$ cat config.mk
export PLATFORM = sky130hd
export DESIGN_NAME = uart_tx_scheduler
export DESIGN_NICKNAME = d
export VERILOG_FILES = /design/src/rtl/uart_tx_scheduler.sv
export SDC_FILE = /design/constraint.sdc
export NUM_CORES = 1
export LEC_CHECK = 0
export CORE_MARGIN = 1.5
export CORE_UTILIZATION = 25
export DETAILED_ROUTE_END_ITERATION = 10
export SYNTH_ARGS = -nofsm -noshare
export SYNTH_HDL_FRONTEND = slang
export SYNTH_SLANG_ARGS = --single-unit
$ cat constraint.sdc
create_clock -name clk -period 2.8 [get_ports clk]
set_input_delay 0.56 -clock clk [delete_from_list [all_inputs] [get_ports clk]]
set_output_delay 0.56 -clock clk [all_outputs]
set_load 0.05 [all_outputs]
$ cat src/rtl/uart_tx_scheduler.sv
// Round-robin, packet-granular scheduler that shares one 8N1 UART transmitter among N byte streams.
// Optional feature: define UART_SCHED_TAG_EN to prefix every grant with a tag byte {4'hA, 1'b0, id}.
module uart_tx_scheduler #(
  parameter int N          = 4,
  parameter int MAX_BURST  = 16,
  parameter int START_WAIT = 4
) (
  input  logic           clk,
  input  logic           i_reset_n,
  input  logic [N-1:0]   i_req,
  input  logic [8*N-1:0] i_data,
  input  logic [N-1:0]   i_last,
  output logic [N-1:0]   o_ack,
  output logic [N-1:0]   o_grant,
  output logic [7:0]     o_tx_data,
  output logic           o_tx_start,
  input  logic           i_tx_busy,
  output logic           o_err
);

  localparam int         IW        = (N > 1) ? $clog2(N) : 1;
  localparam logic [7:0] BURST_MAX = 8'(MAX_BURST);
  localparam logic [3:0] WAIT_LAST = 4'(START_WAIT - 1);

  typedef enum logic [2:0] {
    S_IDLE,
    S_TAG,
    S_LOAD,
    S_WAIT_BUSY,
    S_WAIT_DONE
  } state_t;

  state_t        state_q, state_d;
  logic [IW-1:0] ptr_q, ptr_d;
  logic [IW-1:0] gidx_q, gidx_d;
  logic [N-1:0]  grant_q, grant_d;
  logic [N-1:0]  ack_q, ack_d;
  logic [7:0]    tx_data_q, tx_data_d;
  logic [7:0]    burst_q, burst_d;
  logic          tx_start_q, tx_start_d;
  logic          err_q, err_d;
  logic          last_q, last_d;
  logic [3:0]    wcnt_q, wcnt_d;
`ifdef UART_SCHED_TAG_EN
  logic          tag_q, tag_d;
`endif

  logic          pick_valid;
  logic [IW-1:0] pick_idx;
  logic [IW-1:0] scan_idx;
  logic [7:0]    sel_data;
  logic          frame_done;

  // Round-robin pick: first set request strictly after the pointer, wrapping around.
  always_comb begin
    pick_valid = 1'b0;
    pick_idx   = '0;
    scan_idx   = '0;
    for (int i = 1; i <= N; i++) begin
      scan_idx = IW'((int'(ptr_q) + i) % N);
      if (!pick_valid && i_req[scan_idx]) begin
        pick_valid = 1'b1;
        pick_idx   = scan_idx;
      end
    end
  end

  assign sel_data = i_data[{gidx_q, 3'b000} +: 8];

  always_comb begin
    // NOTE: every _d defaults to its _q (or idle value) first, so no path through the case infers a latch.
    state_d    = state_q;
    ptr_d      = ptr_q;
    gidx_d     = gidx_q;
    grant_d    = grant_q;
    ack_d      = '0;
    tx_start_d = 1'b0;
    tx_data_d  = tx_data_q;
    burst_d    = burst_q;
    err_d      = err_q;
    last_d     = last_q;
    wcnt_d     = wcnt_q;
    frame_done = 1'b0;
`ifdef UART_SCHED_TAG_EN
    tag_d      = tag_q;
`endif

    case (state_q)
      S_IDLE: begin
        burst_d = '0;
        // A frame still running from before a reset must finish before anything new starts.
        if (pick_valid && !i_tx_busy) begin
          gidx_d            = pick_idx;
          grant_d           = '0;
          grant_d[pick_idx] = 1'b1;
`ifdef UART_SCHED_TAG_EN
          state_d           = S_TAG;
`else
          state_d           = S_LOAD;
`endif
        end
      end
`ifdef UART_SCHED_TAG_EN
      S_TAG: begin
        tx_data_d  = {4'hA, 1'b0, 3'(gidx_q)};
        tx_start_d = 1'b1;
        tag_d      = 1'b1;
        wcnt_d     = '0;
        state_d    = S_WAIT_BUSY;
      end
`endif
      S_LOAD: begin
        if (i_req[gidx_q]) begin
          tx_data_d     = sel_data;
          last_d        = i_last[gidx_q];
          ack_d[gidx_q] = 1'b1;
          tx_start_d    = 1'b1;
          burst_d       = burst_q + 8'd1;
          wcnt_d        = '0;
          state_d       = S_WAIT_BUSY;
        end else begin
          grant_d = '0;
          ptr_d   = gidx_q;
          state_d = S_IDLE;
        end
      end
      S_WAIT_BUSY: begin
        if (i_tx_busy) begin
          state_d = S_WAIT_DONE;
        end else if (wcnt_q == WAIT_LAST) begin
          err_d      = 1'b1;
          frame_done = 1'b1;
        end else begin
          wcnt_d = wcnt_q + 4'd1;
        end
      end
      S_WAIT_DONE: begin
        if (!i_tx_busy) frame_done = 1'b1;
      end
      default: state_d = S_IDLE;
    endcase

    if (frame_done) begin
`ifdef UART_SCHED_TAG_EN
      if (tag_q) begin
        tag_d   = 1'b0;
        state_d = S_LOAD;
      end else
`endif
      if (last_q || burst_q == BURST_MAX) begin
        ptr_d   = gidx_q;
        grant_d = '0;
        state_d = S_IDLE;
      end else begin
        state_d = S_LOAD;
      end
    end
  end

  always_ff @(posedge clk or negedge i_reset_n) begin
    if (!i_reset_n) begin
      state_q    <= S_IDLE;
      ptr_q      <= IW'(N - 1);
      gidx_q     <= '0;
      grant_q    <= '0;
      ack_q      <= '0;
      tx_data_q  <= 8'hFF;
      burst_q    <= '0;
      tx_start_q <= 1'b0;
      err_q      <= 1'b0;
      last_q     <= 1'b0;
      wcnt_q     <= '0;
`ifdef UART_SCHED_TAG_EN
      tag_q      <= 1'b0;
`endif
    end else begin
      // NOTE: non-blocking updates, so every flop samples the pre-edge values computed above.
      state_q    <= state_d;
      ptr_q      <= ptr_d;
      gidx_q     <= gidx_d;
      grant_q    <= grant_d;
      ack_q      <= ack_d;
      tx_data_q  <= tx_data_d;
      burst_q    <= burst_d;
      tx_start_q <= tx_start_d;
      err_q      <= err_d;
      last_q     <= last_d;
      wcnt_q     <= wcnt_d;
`ifdef UART_SCHED_TAG_EN
      tag_q      <= tag_d;
`endif
    end
  end

  assign o_ack      = ack_q;
  assign o_grant    = grant_q;
  assign o_tx_data  = tx_data_q;
  assign o_tx_start = tx_start_q;
  assign o_err      = err_q;

endmodule

==> flow_summary_export.csv <==
group,metric,value,unit
status,status,"finished clean",
cts,clock-root-buffer,"clkbuf_8",
cts,postCtsResizedCells,0,
worst_setup_path,critPathKind,"primary input to register",
detailed_routing,dr.pass1.iters,4,
sta,finalCriticalPeriod,2310,ps
logic_synthesis,netlist_area,2100,um2
cts,cts_hold_buffers,0,
cts,cts_setup_buffers,0,
logic_synthesis,async_flop_share,1.00,
place,routabilityCongestion,0.842,
finish,n_antenna_cell,0,
detailed_routing,wl_per_cell,13.9,um
sta,rsz0062_at_grt,"no",
finish,synthToLayoutAreaGrowth,41.4,%
worst_setup_path,endpoint_kind,"register",
logic_synthesis,synthTopCellsByCount,"nand2_1, dfrtp_1, nor2_1, dfstp_2, mux4_2",
logic_synthesis,syn_nets,251,
detailed_routing,vias_per_cell,4.78,
worst_setup_path,slowest_stage,"mux4_2",
sta,setup_viol,0,
sta,worst_slack,494,ps
logic_synthesis,yosys.area.top_type,"dfrtp_1",
sta,hold_viol,0,
die,initial_core_util,0.257,
power_and_ir_drop,p_per_area,983,nW/um2
logic_synthesis,netlist_instances,205,
cts,h-tree-depth,2,
power_and_ir_drop,p_leak,0.00124,uW
die,rows,33,
power_and_ir_drop,vdd_drop_max,0.000359,V
worst_setup_path,rr_worst_depth,4,
grt,grt_start_max_net_pins,39,
place,dpl_worst_slack,204,ps
detailed_routing,postRouteAntennaNets,0,
worst_setup_path,max_stage_delay,630,ps
logic_synthesis,yosysTopAreaCellShare,0.333,
cts,clock_sinks,38,
hold_path,hold_path.class,"primary input to asynchronous set/reset pin",
sta,setup_tns,0,ps
place,dp_hpwl,3830,um
die,die-area,8970,um2
die,io_pins,61,
finish,final_nets,314,
logic_synthesis,yosysMostFrequentCell,"nand2_1",
finish,fillers,829,
worst_setup_path,worstPathCellList,"clkdlybuf4s50_1, mux4_2, nand2b_1, o21ai_1, mux2_2",
grt,grt_pass1_wl,8490,um
place,port_buffers,60,
sta,hold_slack,381,ps
logic_synthesis,syn_area_per_cell,10.3,um2
grt,grt-ovfl-total,0,
sta,fin_worst_skew,4.31,ps
cts,cts_buffers,5,
cts,clockBufferDepth,2,
detailed_routing,drtIter0Drc,84,
logic_synthesis,synth_area_leaders,"dfrtp_1, dfstp_2, mux4_2",
power_and_ir_drop,total_power,2920,uW
grt,antenna_found_initial,0,
finish,post_route_cells_drive_above_1_share,0.160,
worst_setup_path,crit_fanout,8,
cts,cts_tree,"done",
cts,clk_pin_slew,80,ps
worst_setup_path,crit_required,3020,ps
logic_synthesis,yosys_warnings,0,
detailed_routing,routed_wirelength,5200,um
sta,fmax,434,MHz
logic_synthesis,ys_ff_latch,38,
sta,relSlewSlack,0.423,
die,design.core.area,8180,um2
cts,clock_latency,290,ps
detailed_routing,drc,0,
sta,tightest_slew,866,ps
grt,grt_pass1_vias,1790,
sta,fin_crit_sh,0.823,
run,drv_cap,0,
logic_synthesis,synth-edff-count,0,
logic_synthesis,synth_seq_area_share,0.458,
die,die_h,94.7,um
detailed_routing,vias,1788,
logic_synthesis,synth_flop_cell,"dfrtp_1",
worst_setup_path,arrival,2530,ps
grt,grtUsageTotal,0.120,
logic_synthesis,synth_cell_types,48,
sta,drv_slew,0,
worst_setup_path,critPathLaunchType,"primary input",
die,die_w,94.7,um
[registers in the layout, indices dropped and copies added (netlist names)]
signal,flops
o_tx_start,1
last_q,1
wcnt_q,4
o_grant,4
ptr_q,2
o_ack,4
gidx_q,2
burst_q,8
o_tx_data,8
state_q,3
o_err,1
[per-stage QoR]
stage                util  instance area [um2]  std cells
CTS                 0.364                 2970        374
detailed placement  0.346                 2830        366
floorplan               -                 2100        205
finish              0.364                 2970        374
global placement    0.346                 2830        366
global route        0.364                 2970        374
[report_power, final]
part	internal, uW	switching [uW]	total (uW)
Combinational	573	853	1430
Sequential	768	146	914
Clock	380	205	585
[cell usage in the layout (no fill, tap or decap), types with 3 or more instances in the layout]
cell type / instances
nor2_1: 14
mux4_2: 10
nor3b_1: 5
clkdlybuf4s50_1: 59
o21ai_0: 4
ha_1: 3
nand3_1: 6
inv_1: 7
nand4_1: 3
xor2_1: 4
dfrtp_1: 28
buf_4: 5
nand2_1: 39
o31ai_1: 3
mux2i_1: 4
nor3_1: 4
o211ai_1: 3
nand2b_1: 4
a21oi_1: 9
clkbuf_8: 6
dfstp_2: 10
[final timing paths]
check | start | to | slack, ps
worst max-delay path | i_req[3] | ptr_q[1] | 490
worst min-delay path | i_reset_n | o_ack[0] | 380
worst max register to register | state_q[0] | o_grant[2] | 640
worst min register to register | o_tx_data[2] | o_tx_data[2] | 460
max in group asynchronous | i_reset_n | wcnt_q[1] | 1890
min in group clk | o_tx_data[2] | o_tx_data[2] | 460
[critical path, delay by kind of cell]
kind	cells	cell delay [ps]
mux	2	990
simple gates	1	260
buf+inv	1	530
compound gates	1	190
[layer usage]
metal  part of all wire  up-vias  GRT usage
met5                  0        -          0
met4             0.0027        0     0.0348
met3              0.047        2     0.0370
met2               0.50       41      0.196
met1               0.45      878      0.152
li1                   -      867          -
[logic make-up (layout without fill, tap and decap cells)]
group	count (synthesis)	after routing	synth area share
multiplexers	16	16	0.137
buffers and inverters	16	80	0.0297
AO/OA/AOI/OAI	34	34	0.109
XOR/XNOR	4	4	0.0167
adder cells (fa/ha/maj)	3	3	0.0178
flip-flops	38	38	0.458
AND/OR/NAND/NOR	94	94	0.231
[area by class of cell]
class,instances,area (um2),area share
multi-input cells,151,1080,0.362
inverters,7,26.3,0.00883
clock inverters,2,60.1,0.0202
clock buffers,6,82.6,0.0278
flip-flops and latches,38,963,0.324
well taps,105,131,0.0442
repair buffers,65,633,0.213
Note: power is estimated with default switching activity, not from simulation.
==> RTL edit (same flow settings) <==
Make the reset (`i_reset_n`) synchronous in one clocked block.
--- a/src/rtl/uart_tx_scheduler.sv
+++ b/src/rtl/uart_tx_scheduler.sv
@@ -158,5 +158,5 @@
   end
 
-  always_ff @(posedge clk or negedge i_reset_n) begin
+  always_ff @(posedge clk) begin
     if (!i_reset_n) begin
       state_q    <= S_IDLE;
Function: differs if i_reset_n is asserted again (counterexample within 4 cycles, from zero or initial values and one cycle with i_reset_n low); with i_reset_n held inactive, the same outputs for 4 cycles.
==> RTL edit against the original RTL <==
Cell area fell by 8.3%. Via count fell by 1.2%. Sequential cell count unchanged. Clock skew shrank 0.0010 ns. First-iteration DRC count fell by 36%. Synthesized area shrank 9.5%. Setup slack better by 0.044 ns. Critical endpoint is now ptr_q[1]. Routed wire length fell by 7.3%. Die area is 9.2% lower. Register-to-register slack better by 0.28 ns. Utilization rose by 1.0 points. Final cell count unchanged.
Power is not compared: it rests on default switching activity, and its combinational part moved more than twofold at a synthesized area within 25%.
==> RTL edit: results (changes against the original RTL) <==
- Max-cap viol count: 0 (unchanged)
- Seq/Total Area, Yosys: 40.0% (was 45.8%)
- Peak supply drop: 0.000228 V
- Vias: 1,766 (was 1,788)
- Final WL: 4.82 mm (was 5.20 mm)
- CP delay by family, top: multiplexers (unchanged)
- Clk pin slew, worst setup/hold paths: 0.07 ns
- R2R depth: 4 (unchanged)
- Largest net degree at the start of global routing: 16 (was 39)
- 1st-pass router iterations: 4 (unchanged)
- First-pass GRT wire length: 8.00 mm (was 8.49 mm)
- Clock Skews: 0.00331 ns (was 0.00431 ns)
- Share of cells above drive strength 1: 9.45% (was 16.0%)
- Clock latency at the later pin of the worst-skew pair: 0.28 ns
- Tightest Pin Transition: 0.545 ns (was 0.866 ns)
- Initial antenna violation count: 0 (unchanged)
- Syn nets: 256 (was 251)
- Detailed Route Iter0 Violations: 54 (was 84)
- Tot GR Track Use: 12.0% (about the same)
- Largest fanout on the critical path: 9 (was 8)
- Final Hold Vio Count: 0 (unchanged)
- Syn avg cell area: 9.06 um2 (was 10.3 um2)
- H-Tree Depth: 2 (unchanged)
- Slowest CP cell: mux4_2 (unchanged)
- Static Leakage: 1.00 nW
- Hold Crit Class: reg -> reg (was in -> async)
- Worst-case clock buffer depth: 2 (unchanged)
- # placed instances: 366 (unchanged)
- Wire per inst: 12.9 um (was 13.9 um)
- CTS root buf: clkbuf_8 (unchanged)
- Gp weighted congestion: 0.784 (was 0.842)
- Yosys cell types: 43 (was 48)
- FFs w/ async S/R, synth: 0% (was 100%)
- Vias in the first global route: 1,686 (was 1,790)
- Worst hold path depth: 2
- Max incr delay on CP: 0.60 ns (was 0.63 ns)
- Pre-CTS setup slack: 0.250 ns (was 0.204 ns)
- CP arrival: 2.40 ns (was 2.53 ns)
- Ranking of synthesized cells by area: dfxtp_1, mux4_2, nand2_1 (was dfrtp_1, dfstp_2, mux4_2)
- Fillers: 786 (was 829)
- Diodes inserted: 0 (unchanged)
- Post-cts sizing count: 0 (unchanged)
- Post-CTS setup buffers: 0 (unchanged)
- Number of CTS-inserted buffers: 5 (unchanged)
- Commonest cells in the netlist: dfxtp_1, nand2_1, nand3_1, nor2_1, mux4_2 (was nand2_1, dfrtp_1, nor2_1, dfstp_2, mux4_2)
- Buffers on Ports: 60 (unchanged)
- Status: complete, no violations (unchanged)
- Area of placed instances: 2640 um2 (was 2830 um2)
- Post-DP HPWL: 3.80 mm (was 3.83 mm)
- Yosys warnings: 0 (unchanged)
- Nets: 320 (was 314)
-- RTL edit: changes by cell type after synthesis, moves of 5 or more --
cell	unedited run	this run
dfrtp_1	28	0
dfstp_2	10	0
dfxtp_1	0	38
nand2_1	39	30
nand3_1	6	21
nor3b_1	5	0
o211ai_1	3	9
-- RTL edit: layer usage --
| layer | vias to the layer above | GRT usage [%] | wire [um] |
|---|---|---|---|
| li1 | 898 | - | - |
| met5 | - | 0 | 0 |
| met3 | 5 | 3.03 | 157 |
| met2 | 24 | 19.7 | 2360 |
| met1 | 839 | 15.9 | 2280 |
| met4 | 0 | 2.78 | 25 |
-- RTL edit: cell type report --
cell class	instances	area [um2]	area share [%]
repair buffers	66	646	23.7
inverters	9	33.8	1.24
clock buffers	7	86.3	3.17
clock inverters	1	5.00	0.183
flip-flops and latches	38	761	27.9
well taps	99	124	4.54
multi-input cells	154	1070	39.3
-- RTL edit: worst paths after layout --
kind / start / end / slack (ns)
worst max-delay path: i_req[3] / ptr_q[1] / 0.54
worst min-delay path: o_tx_data[0] / o_tx_data[0] / 0.47
worst max register to register: gidx_q[0] / ptr_q[1] / 0.92
worst min register to register: o_tx_data[0] / o_tx_data[0] / 0.47
-- RTL edit: power breakdown --
part | leakage, nW | internal, W | switching [W]
clock network | 0.0482 | 0.000199 | 0.000184
registers | 0.309 | 0.000568 | 0.0000221
logic | 0.645 | 0.000158 | 0.000174
total | 1.00 | 0.000924 | 0.000380
-- RTL edit: kinds of logic after synthesis --
kind of cell	Yosys count	share of synthesized area [%]
buf+inv	18	3.68
fa+ha+maj	3	1.97
flops	38	40.0
mux	11	12.4
xor+xnor	6	2.76
simple gates	91	24.1
compound gates	43	15.2
-- RTL edit: worst min-delay path, cell delays in order (launching register included) --
cell and delay (ns):
dfxtp_1 0.31, nand2_1 0.05, nand3_1 0.06
-- RTL edit: stage by stage --
| step | hold WS [ns] | total power [W] |
|---|---|---|
| 2_1_floorplan | 0.443 | 0.000803 |
| 4_1_cts | 0.470 | 0.00132 |
| 3_5_place_dp | 0.456 | 0.000938 |
| 6_report | 0.467 | 0.00130 |
| 5_1_grt | 0.493 | 0.00138 |
| 3_3_place_gp | 0.449 | 0.000935 |
